**src/rtl/goose_sprite_sched.sv**
```systemverilog
// Sprite scheduler for the VGA goose: beam -> 32x32 LUT address, frame select, bounce motion.
// Latency: hpos/vpos to pix_valid/pix_index is 2 cycles; frame/position update the cycle after vsync_tick.
// Backpressure: none, free-running with the pixel clock. Optional mirroring via GOOSE_MIRROR_EN.
module goose_sprite_sched #(
    parameter int NUM_FRAMES  = 8,
    parameter int HOLD_TICKS  = 4,
    parameter int SCALE_SHIFT = 1,
    parameter int STEP        = 2,
    parameter int X0          = 288,
    parameter int Y0          = 208
) (
    input  logic                          clk,
    input  logic                          rst_n,
    input  logic [9:0]                    hpos,
    input  logic [9:0]                    vpos,
    input  logic                          display_on,
    input  logic                          vsync_tick,
    input  logic                          spin_req,
    output logic [4:0]                    lut_x,
    output logic [4:0]                    lut_y,
    output logic [$clog2(NUM_FRAMES)-1:0] frame_sel,
    input  logic [2:0]                    lut_pixel,
    output logic                          pix_valid,
    output logic [2:0]                    pix_index,
    output logic [9:0]                    sprite_x,
    output logic [9:0]                    sprite_y,
    output logic                          busy
);

    localparam int FW = $clog2(NUM_FRAMES);
    localparam int HW = (HOLD_TICKS > 1) ? $clog2(HOLD_TICKS) : 1;

    localparam logic [10:0]   WID        = 11'(32 << SCALE_SHIFT);
    localparam logic [9:0]    XMAX       = 10'(640 - (32 << SCALE_SHIFT));
    localparam logic [9:0]    YMAX       = 10'(480 - (32 << SCALE_SHIFT));
    localparam logic [9:0]    STEP_V     = 10'(STEP);
    localparam logic [HW-1:0] LAST_HOLD  = HW'(HOLD_TICKS - 1);
    localparam logic [FW-1:0] LAST_FRAME = FW'(NUM_FRAMES - 1);

    typedef enum logic [1:0] {
        IDLE = 2'd0,
        SPIN = 2'd1,
        STOP = 2'd2
    } state_t;

    state_t        state_q, state_d;
    logic [HW-1:0] hold_q, hold_d, hold_adv;
    logic [FW-1:0] frame_d, frame_adv;
    logic [9:0]    x_d, y_d, x_mv, y_mv;
    logic          dir_x_q, dir_y_q, dir_x_d, dir_y_d, dir_x_mv, dir_y_mv;

    logic [9:0]    rx, ry;
    logic [9:0]    rx_s, ry_s;
    logic [4:0]    lut_x_d;
    logic          inside_d, inside_q;

    // Beam-relative offsets against the current (pre-update) origin.
    always_comb begin
        rx       = hpos - sprite_x;
        ry       = vpos - sprite_y;
        rx_s     = rx >> SCALE_SHIFT;
        ry_s     = ry >> SCALE_SHIFT;
        inside_d = display_on & ({1'b0, rx} < WID) & ({1'b0, ry} < WID);
`ifdef GOOSE_MIRROR_EN
        // dir_x_q is 0 while moving left; the goose then faces the other way.
        lut_x_d  = dir_x_q ? rx_s[4:0] : (5'd31 - rx_s[4:0]);
`else
        lut_x_d  = rx_s[4:0];
`endif
    end

    // Stage 1: LUT address and inside flag.
    always_ff @(posedge clk or negedge rst_n) begin
        if (!rst_n) begin
            lut_x    <= '0;
            lut_y    <= '0;
            inside_q <= 1'b0;
        end else begin
            lut_x    <= lut_x_d;
            lut_y    <= ry_s[4:0];
            inside_q <= inside_d;
        end
    end

    // Stage 2: register the returned palette index; index 0 and off-sprite are invalid.
    always_ff @(posedge clk or negedge rst_n) begin
        if (!rst_n) begin
            pix_valid <= 1'b0;
            pix_index <= '0;
        end else begin
            pix_valid <= inside_q & (lut_pixel != 3'd0);
            pix_index <= inside_q ? lut_pixel : 3'd0;
        end
    end

    // Hold counter / frame advance shared by SPIN and STOP.
    always_comb begin
        hold_adv  = hold_q + HW'(1);
        frame_adv = frame_sel;
        if (hold_q == LAST_HOLD) begin
            hold_adv  = '0;
            frame_adv = (frame_sel == LAST_FRAME) ? '0 : frame_sel + FW'(1);
        end
    end

    // Bounce motion: reaching an edge clamps to it and turns that axis around.
    always_comb begin
        x_mv     = sprite_x;
        y_mv     = sprite_y;
        dir_x_mv = dir_x_q;
        dir_y_mv = dir_y_q;
        if (dir_x_q) begin
            if (({1'b0, sprite_x} + {1'b0, STEP_V}) >= {1'b0, XMAX}) begin
                x_mv     = XMAX;
                dir_x_mv = 1'b0;
            end else begin
                x_mv = sprite_x + STEP_V;
            end
        end else if (sprite_x <= STEP_V) begin
            x_mv     = '0;
            dir_x_mv = 1'b1;
        end else begin
            x_mv = sprite_x - STEP_V;
        end
        if (dir_y_q) begin
            if (({1'b0, sprite_y} + {1'b0, STEP_V}) >= {1'b0, YMAX}) begin
                y_mv     = YMAX;
                dir_y_mv = 1'b0;
            end else begin
                y_mv = sprite_y + STEP_V;
            end
        end else if (sprite_y <= STEP_V) begin
            y_mv     = '0;
            dir_y_mv = 1'b1;
        end else begin
            y_mv = sprite_y - STEP_V;
        end
    end

    // Next-state logic; everything holds except on vsync_tick so frames never tear.
    always_comb begin
        state_d = state_q;
        hold_d  = hold_q;
        frame_d = frame_sel;
        x_d     = sprite_x;
        y_d     = sprite_y;
        dir_x_d = dir_x_q;
        dir_y_d = dir_y_q;
        if (vsync_tick) begin
            case (state_q)
                IDLE: begin
                    if (spin_req) begin
                        state_d = SPIN;
                        hold_d  = '0;
                    end
                end
                SPIN: begin
                    hold_d  = hold_adv;
                    frame_d = frame_adv;
                    x_d     = x_mv;
                    y_d     = y_mv;
                    dir_x_d = dir_x_mv;
                    dir_y_d = dir_y_mv;
                    if (!spin_req) state_d = STOP;
                end
                STOP: begin
                    hold_d  = hold_adv;
                    frame_d = frame_adv;
                    if (spin_req) begin
                        state_d = SPIN;
                    end else if ((frame_adv == '0) && (frame_sel != '0)) begin
                        state_d = IDLE;
                    end
                end
                default: state_d = IDLE;
            endcase
        end
    end

    // FSM, animation and position registers.
    always_ff @(posedge clk or negedge rst_n) begin
        if (!rst_n) begin
            state_q   <= IDLE;
            hold_q    <= '0;
            frame_sel <= '0;
            sprite_x  <= 10'(X0);
            sprite_y  <= 10'(Y0);
            dir_x_q   <= 1'b1;
            dir_y_q   <= 1'b1;
            busy      <= 1'b0;
        end else begin
            state_q   <= state_d;
            hold_q    <= hold_d;
            frame_sel <= frame_d;
            sprite_x  <= x_d;
            sprite_y  <= y_d;
            dir_x_q   <= dir_x_d;
            dir_y_q   <= dir_y_d;
            busy      <= (state_d != IDLE);
        end
    end

endmodule

```
**config.mk**
```make
export PLATFORM = sky130hd
export DESIGN_NAME = goose_sprite_sched
export DESIGN_NICKNAME = d
export VERILOG_FILES = /design/src/rtl/goose_sprite_sched.sv
export SDC_FILE = /design/constraint.sdc
export NUM_CORES = 1
export LEC_CHECK = 0
export BUFFER_PORTS_ARGS = -buffer_cell sky130_fd_sc_hd__buf_4
export CORE_MARGIN = 2
export CORE_UTILIZATION = 30
export DETAILED_ROUTE_END_ITERATION = 6
export GPL_ROUTABILITY_DRIVEN = 0
export GPL_TIMING_DRIVEN = 0
export PLACE_DENSITY = 0.5
export SETUP_SLACK_MARGIN = 0.4
export SLEW_MARGIN = 20
export SYNTH_ARGS = -nofsm -noshare
export SYNTH_HDL_FRONTEND = slang
export SYNTH_SLANG_ARGS = --single-unit
```
**constraint.sdc**
```tcl
create_clock -name clk -period 2.3 [get_ports clk]
set_input_delay 0.46 -clock clk [delete_from_list [all_inputs] [get_ports clk]]
set_output_delay 0.46 -clock clk [all_outputs]
set_load 0.05 [all_outputs]
```
# Yosys cells after proc, flatten, opt, wreduce, memory -nomap -nowiden
# Cells that the tools add are included.
# word_totals
register_bits	45
input_bits	28
# op_classes
addsub	10
magnitude_cmp	6
n_eq_ne	5
muxes	24
bitwise_logic	3
n_reduce_logical	11
# op_table
operator	n
$mux W10	6
$add A10 B2 Y11 const B	2
$add A10 B2 Y10 const B	2
$le A10 B2 Y1 const B	2
$lt A10 B7 Y1 const B	2
$sub A10 B10 Y10	2
$sub A10 B2 Y10 const B	2
$mux W2	7
$ge A11 B10 Y1 const B	1
$ge A11 B9 Y1 const B	1
$mux W3	3
$mux W1	6
$pmux W2 S3	1
$reduce_bool A3 Y1	2
$eq A2 B2 Y1 const B	2
$pmux W2 S2	1
$reduce_and A2 Y1	2
$reduce_bool A2 Y1	2
$add A3 B1 Y3 const B	1
$and A1 B1 Y1	3
$eq A3 B3 Y1 const B	1
$logic_not A3 Y1	1
$reduce_and A3 Y1	1
$add A2 B1 Y2 const B	1
other kinds (5)	5

# Longest topological paths before layout
# Gate-level depths: netlist (run 1).
# depth
word_depth	10
ltp_mapped	10
mapped_depth_nobuf	8

# Worst setup path before layout (run 1)
# OpenSTA, ideal clock, no wires.
# synth_timing
path_type	register to register
from	register sprite_y[6]
to	register inside_q
t_arrival_ns	2.622
slack_ns	-0.408
path_stages_with_launch	11
n_path_buf	2
path_cell_list	dfstp_2 > buf_2 > inv_1 > ha_1 > clkbuf_1 > and3b_1 > a221o_1 > nor4_1 > nand3_1 > a2111o_1 > nor3_1
# synth_via
elab_chain_cells	3
# synth_lines
element	line_no	rtl
start: declaration	26	output logic [9:0] sprite_y,
start signal: assignment	187	sprite_y <= 10'(Y0);
start signal: assignment	196	sprite_y <= y_d;
$sub A10 B10 Y10	60	ry = vpos - sprite_y;
$lt A10 B7 Y1	63	inside_d = display_on & ({1'b0, rx} < WID) & ({1'b0, ry} < WID);
$and A1 B1 Y1	63	
net inside_d	55	logic inside_d, inside_q;
end signal: assignment	81	inside_q <= inside_d;
end: declaration	55	
# The timed path passes the listed nets, and every way through them passes these cells.
# A chain may end at the register's enable or synchronous reset.

# Worst setup path in the final report (run 1)
# layout_timing
from	register sprite_y[6]
to	register sprite_y[8]
# layout_via
elab_chain_cells	4
word_cells_on_any_way	8
cone_classes	add/sub (3); order compare (2); mux (3)
# layout_lines
element	line_no	rtl
$add A10 B2 Y11	126	if (({1'b0, sprite_y} + {1'b0, STEP_V}) >= {1'b0, YMAX}) begin
$ge A11 B9 Y1	126	
$mux W10	126	
$mux W10 *	125	if (dir_y_q) begin
# Every way passes the cells marked *; elsewhere a longest branch is shown, timed or not.

==> impl_metrics.env, run 1 <==
export IMPL_outcome="finished, violations left"
export IMPL_violations="design-rule violations"
export IMPL_finalSetupViolCount=0
export IMPL_drc_errors=8
export IMPL_clock_path_buffers=2
export IMPL_criticalPathCategory="reg2reg"
export IMPL_postCtsHoldBufs=0
export IMPL_ys_ff_latch=43
export IMPL_ys_types=64
export IMPL_internal_power_w=0.00346
export IMPL_cts_buffers_inserted=5
export IMPL_crit_start="sprite_y[6]"
export IMPL_rsz0062_at_grt="true"
export IMPL_start_util=0.309
export IMPL_grt_pass1_vias=3530
export IMPL_area_delta_synth_final_pct=47.9
export IMPL_design_die_area_um2=12800
export IMPL_cts_sinks=43
export IMPL_finalHoldViolations=0
export IMPL_fin_worst_hold_slack_ns=0.176
export IMPL_grt_max_degree=44
export IMPL_antenna_left=0
export IMPL_worstPathArrival_ns=2.42
export IMPL_n_fill_cell=1151
export IMPL_cts_htree_levels=2
export IMPL_p_seq_frac=0.198
export IMPL_cp_end_kind="flip-flop"
export IMPL_final_cell_mix="buf_4, inv_1, nand2_1"
export IMPL_layout_cells_most_common="buf_4"
export IMPL_wl_per_cell_um=16.2
export IMPL_pwr_share_clk=0.127
export IMPL_worstMarginPinSlew_ns=0.597
export IMPL_max_freq_ghz=0.445
export IMPL_timing_slew_headroom=0.602
export IMPL_utilization=0.458
export IMPL_gr_usage_all_layers=0.173
export IMPL_yosysWarnings=0
export IMPL_cap_violations=0
export IMPL_firstDrtPassIters=6
export IMPL_startpoint_type="flip-flop"
export IMPL_clkLatencyLatePin_ns=0.29
export IMPL_io_pins=66
export IMPL_nets=600
export IMPL_synth_ff_type="dfrtp_1"
export IMPL_cts_tree="done"
export IMPL_io_buffers=60
export IMPL_switching_share=0.495
export IMPL_reg2regPathDepth=8
export IMPL_die_height_um=113
export IMPL_wl_um=11100
export IMPL_powerDensity_nw_per_um2=1300
export IMPL_grt_pass1_wl_um=17800
export IMPL_async_flop_share=1.00
export IMPL_core_um2=11500
export IMPL_p_switching_w=0.00339
export IMPL_drive_above_1_share=0.412
export IMPL_comb_power_share=0.675
export IMPL_syn_area_um2=3560
export IMPL_rr_endpoint="sprite_y[8]"
export IMPL_reg2reg_slack_ns=0.06
export IMPL_hp_class="in2async"
export IMPL_r2r_start="sprite_y[6]"
export IMPL_die_x_um=113
export IMPL_synth_edf_count=0
export IMPL_grt_ovfl_total=0
export IMPL_hpwl_um=7680
export IMPL_vias=3697
export IMPL_fin_crit_sh=0.976
export IMPL_period_minus_slack_ns=2.24
export IMPL_diodes=0
export IMPL_slew_violations=0
export IMPL_fin_skew_ns=0.00414
export IMPL_synth_avg_cell_area_um2=8.29
export IMPL_p_leak_nw=2.25
export IMPL_antenna_found_initial=0
export IMPL_place_worst_setup_slack_ns=-0.339
export IMPL_vdd_drop_max_mv=0.699
export IMPL_critical_path_endpoint="sprite_y[8]"
export IMPL_drt_iter0_drc=174
export IMPL_clk_pin_slew_ns=0.07
export IMPL_crit_required_ns=2.48
export IMPL_cp_max_fo=4
export IMPL_synth_cells=430
export IMPL_rows=39
export IMPL_timing_final_ws_setup_ns=0.0553
export IMPL_synth_seq_area_share=0.304
export IMPL_viasPerCell=5.40
export IMPL_root_buffer="clkbuf_16"
[stage by stage]
step           std cells  setup TNS (ns)  total power [W]  area [um2]
6_report             684               0          0.00685        5270
5_1_grt              684         -0.0387          0.00730        5270
4_1_cts              676         -0.0117          0.00660        5050
3_5_place_dp         635          -0.385          0.00519        4380
3_3_place_gp         635          -0.391          0.00517        4380
2_1_floorplan        432          -0.229          0.00419        3750
[power by group through the flow]
stage | registers, W | clock network (W) | logic, W
2_1_floorplan | 0.00211 | 0 | 0.00208
3_3_place_gp | 0.00136 | 0 | 0.00380
3_5_place_dp | 0.00136 | 0 | 0.00383
4_1_cts | 0.00133 | 0.000906 | 0.00436
5_1_grt | 0.00139 | 0.000930 | 0.00498
6_report | 0.00135 | 0.000872 | 0.00462
[critical path: stages (launching register included)]
cell	delay, ns
dfstp_2	0.54
buf_6	0.13
nand3_2	0.10
or3_4	0.40
mux2_4	0.32
a31oi_4	0.27
buf_12	0.16
a2bb2oi_2	0.14
o21ai_2	0.06
[kinds of logic (layout without fill, tap and decap cells)]
family,count (synthesis),in the layout,share of synthesized area
xor+xnor,16,16,0.0393
compound gates,124,124,0.239
buf+inv,57,166,0.0674
other cells,2,4,0.00211
simple gates,148,148,0.206
mux,8,8,0.0253
fa+ha+maj,32,32,0.117
flops,43,43,0.304
[repair_timing]
action	CTS	global route
gates cloned	0	0
setup buffers	33	8
setup endpoints to repair	24	24
pin swaps	24	11
gates resized for setup	53	40
[state kept, by name (all words and copies together), names as in the netlist]
signal,cells
pix_index,3
pix_valid,1
dir_x_q,1
busy,1
lut_x,5
hold_q,2
lut_y,5
state_q,2
frame_sel,3
dir_y_q,1
sprite_y,9
inside_q,1
sprite_x,9
[worst min-delay path by stage]
| stage | endpoint | slack, ns | cells after the start |
|---|---|---|---|
| 6_report | state_q[0] | 0.18 | 1 |
| 5_1_grt | state_q[0] | 0.23 | 1 |
| 2_1_floorplan | busy | 0.16 | 0 |
| 3_3_place_gp | hold_q[0] | 0.48 | 1 |
| 3_5_place_dp | hold_q[0] | 0.48 | 1 |
| 4_1_cts | state_q[0] | 0.20 | 1 |
[final cells by class]
| type | count | area [um2] | area share |
|---|---|---|---|
| multi-input combinational | 332 | 2700 | 0.513 |
| sequential | 43 | 1100 | 0.209 |
| buffer | 23 | 184 | 0.0349 |
| tap | 143 | 179 | 0.0340 |
| inverter | 34 | 130 | 0.0247 |
| clock buffer | 6 | 139 | 0.0264 |
| clock inverter | 2 | 38.8 | 0.00736 |
| timing repair buffer | 101 | 797 | 0.151 |
[per-layer routing]
metal | track usage | share of wire | vias to the layer above
li1 | - | - | 1776
met1 | 0.242 | 0.46 | 1802
met2 | 0.281 | 0.47 | 111
met3 | 0.0273 | 0.061 | 8
met4 | 0.0455 | 0.0087 | 0
met5 | 0 | 0 | -
[Yosys cell counts (all sizes together) (5+ instances only)]
library cell,number,area [um2]
xor2,5,43.8
a21oi,20,104
nor4,5,31.3
nor3,14,70.1
xnor2,11,96.3
dfrtp,36,901
o211ai,7,52.6
nand2b,5,31.3
a21o,7,52.6
clkbuf,10,37.5
nand2,36,138
and2,5,31.3
ha,30,375
a211oi,5,37.5
nor2,38,145
mux2,5,60.1
nor2b,5,31.3
a31oi,13,96.3
buf,13,75.1
o21ai,33,165
inv,34,128
nand3,18,100
dfstp,7,184
Power figures use the tool's default switching activity.
==> inputs of run 2 (changes only) <==
--- a/config.mk
+++ b/config.mk
@@ -12,6 +12,7 @@
 export GPL_ROUTABILITY_DRIVEN = 0
 export GPL_TIMING_DRIVEN = 0
 export PLACE_DENSITY = 0.5
+export REMOVE_ABC_BUFFERS = 1
 export SETUP_SLACK_MARGIN = 0.4
 export SLEW_MARGIN = 20
 export SYNTH_ARGS = -nofsm -noshare
==> impl_metrics.env, run 2 (same netlist as run 1, synthesis figures left out) <==
export IMPL_design_die_area_um2=12800
export IMPL_drt_iter0_drc=241
export IMPL_ff_latch_area_um2=1100
export IMPL_cts_sinks=43
export IMPL_worstMarginPinSlew_ns=0.604
export IMPL_rr_endpoint="sprite_y[6]"
export IMPL_timing_slew_headroom=0.596
export IMPL_cap_violations=0
export IMPL_area_delta_synth_final_pct=46.3
export IMPL_worstPathArrival_ns=2.38
export IMPL_max_freq_ghz=0.457
export IMPL_fin_crit_sh=0.951
export IMPL_startpoint_type="flip-flop"
export IMPL_vias=3673
export IMPL_cts_tree="done"
export IMPL_gr_usage_all_layers=0.163
export IMPL_layout_cells_most_common="buf_4"
export IMPL_reg_top3="sprite_x x9, sprite_y x9"
export IMPL_drive_above_1_share=0.434
export IMPL_criticalPathCategory="reg2reg"
export IMPL_grt_ovfl_total=0
export IMPL_reg2regPathDepth=7
export IMPL_clkLatencyLatePin_ns=0.29
export IMPL_slowest_delay_ns=0.55
export IMPL_cp_max_fo=7
export IMPL_wl_um=10900
export IMPL_fin_skew_ns=0.00258
export IMPL_rsz0062_at_grt="true"
export IMPL_cts_buffers_inserted=5
export IMPL_cts_htree_levels=2
export IMPL_powerDensity_nw_per_um2=1330
export IMPL_root_buffer="clkbuf_16"
export IMPL_antenna_left=0
export IMPL_route_met2_wl_um=5290
export IMPL_finalSetupViolCount=0
export IMPL_utilization=0.453
export IMPL_die_x_um=113
export IMPL_slew_violations=0
export IMPL_cp_end_kind="flip-flop"
export IMPL_clk_pin_slew_ns=0.06
export IMPL_wl_met1_um=4810
export IMPL_wl_met3_um=571
export IMPL_reg2reg_slack_ns=0.11
export IMPL_period_minus_slack_ns=2.19
export IMPL_antenna_found_initial=0
export IMPL_cp_cell_sequence="buf_6 -> nand3_4 -> or3_4 -> mux2_4 -> a31oi_4 -> nand2_2 -> o311ai_2"
export IMPL_crit_required_ns=2.49
export IMPL_core_um2=11500
export IMPL_postCtsHoldBufs=0
export IMPL_grt_pass1_vias=3453
export IMPL_firstDrtPassIters=7
export IMPL_slowest_stage="dfstp_2"
export IMPL_top_layer="met4"
export IMPL_die_height_um=113
export IMPL_vdd_drop_max_mv=0.516
export IMPL_grt_max_degree=44
export IMPL_dpl_cell_area_um2=4100
export IMPL_rows=39
export IMPL_r2r_start="sprite_y[6]"
export IMPL_start_util=0.309
export IMPL_io_pins=66
export IMPL_outcome="finished, violations left"
export IMPL_drc_errors=4
export IMPL_hp_class="in2async"
export IMPL_setup_tns_final_ns=0
export IMPL_wl_per_cell_um=16.1
export IMPL_nets=594
export IMPL_critical_path_endpoint="sprite_y[6]"
export IMPL_crit_start="sprite_y[6]"
export IMPL_violations="design-rule violations"
export IMPL_fin_worst_hold_slack_ns=0.167
export IMPL_multi_input_area_um2=2730
export IMPL_clock_path_buffers=2
export IMPL_diodes=0
export IMPL_finalHoldViolations=0
export IMPL_io_buffers=61
export IMPL_viasPerCell=5.42
export IMPL_p_leak_nw=2.20
export IMPL_n_fill_cell=1133
export IMPL_hpwl_um=6980
export IMPL_final_cell_mix="buf_4, nor2_1, nand2_1"
export IMPL_grt_pass1_wl_um=17100
export IMPL_stdcell_area_um2=5220
==> run 2: cell types whose count changed in the layout (fill, tap and decap cells not counted), moves of 6 or more <==
cell / delta
buf_4: +12
inv_1: -6
ha_1: -8
inv_2: +7
==> run 2: how the worst min path moves through the flow <==
stage / cells past startpoint / slack [ns] / start / end
6_report: 1 / 0.17 / rst_n / frame_sel[0]
5_1_grt: 1 / 0.22 / rst_n / frame_sel[0]
4_1_cts: 1 / 0.20 / rst_n / frame_sel[0]
3_5_place_dp: 2 / 0.49 / hold_q[1] / hold_q[1]
3_3_place_gp: 1 / 0.48 / hold_q[0] / hold_q[0]
2_1_floorplan: 0 / 0.16 / rst_n / busy
==> run 2: worst max-delay path, delay by kind of cell (launching register included) <==
kind | cells | cell delay, ns
compound gates | 2 | 0.58
flops | 1 | 0.55
simple gates | 3 | 0.52
mux | 1 | 0.32
buf+inv | 1 | 0.13
==> run 2: report_power, final <==
group / leakage, nW / internal (W) / switching (W)
registers: 0.505 / 0.00107 / 0.000285
logic: 1.62 / 0.00197 / 0.00280
clock network: 0.0781 / 0.000514 / 0.000305
total: 2.20 / 0.00355 / 0.00339
==> run 2: cell type report <==
class                   instances  share of cell area
multi-input cells             333               0.524
flip-flops and latches         43               0.211
repair buffers                117               0.175
well taps                     143              0.0343
clock buffers                   7              0.0254
inverters                      34              0.0245
clock inverters                 1             0.00576
==> run 2: repair_timing <==
| item | CTS | global route |
|---|---|---|
| pin swaps | 28 | 34 |
| endpoints found under the setup margin | 24 | 24 |
| gates cloned | 0 | 1 |
| resized for setup | 61 | 64 |
| setup buffers | 29 | 27 |
==> run 2: per-stage QoR <==
step | setup slack [ns] | std cells | total power (W)
2_1_floorplan | -0.401 | 409 | 0.00390
3_3_place_gp | -0.499 | 613 | 0.00482
3_5_place_dp | -0.519 | 613 | 0.00485
4_1_cts | 0.0833 | 650 | 0.00631
5_1_grt | 0.0353 | 678 | 0.00740
6_report | 0.113 | 678 | 0.00694
==> run 2: layer usage <==
metal / track usage / up-vias
li1: - / 1765
met1: 0.222 / 1763
met2: 0.270 / 126
met3: 0.0220 / 19
met4: 0.0496 / 0
met5: 0 / -
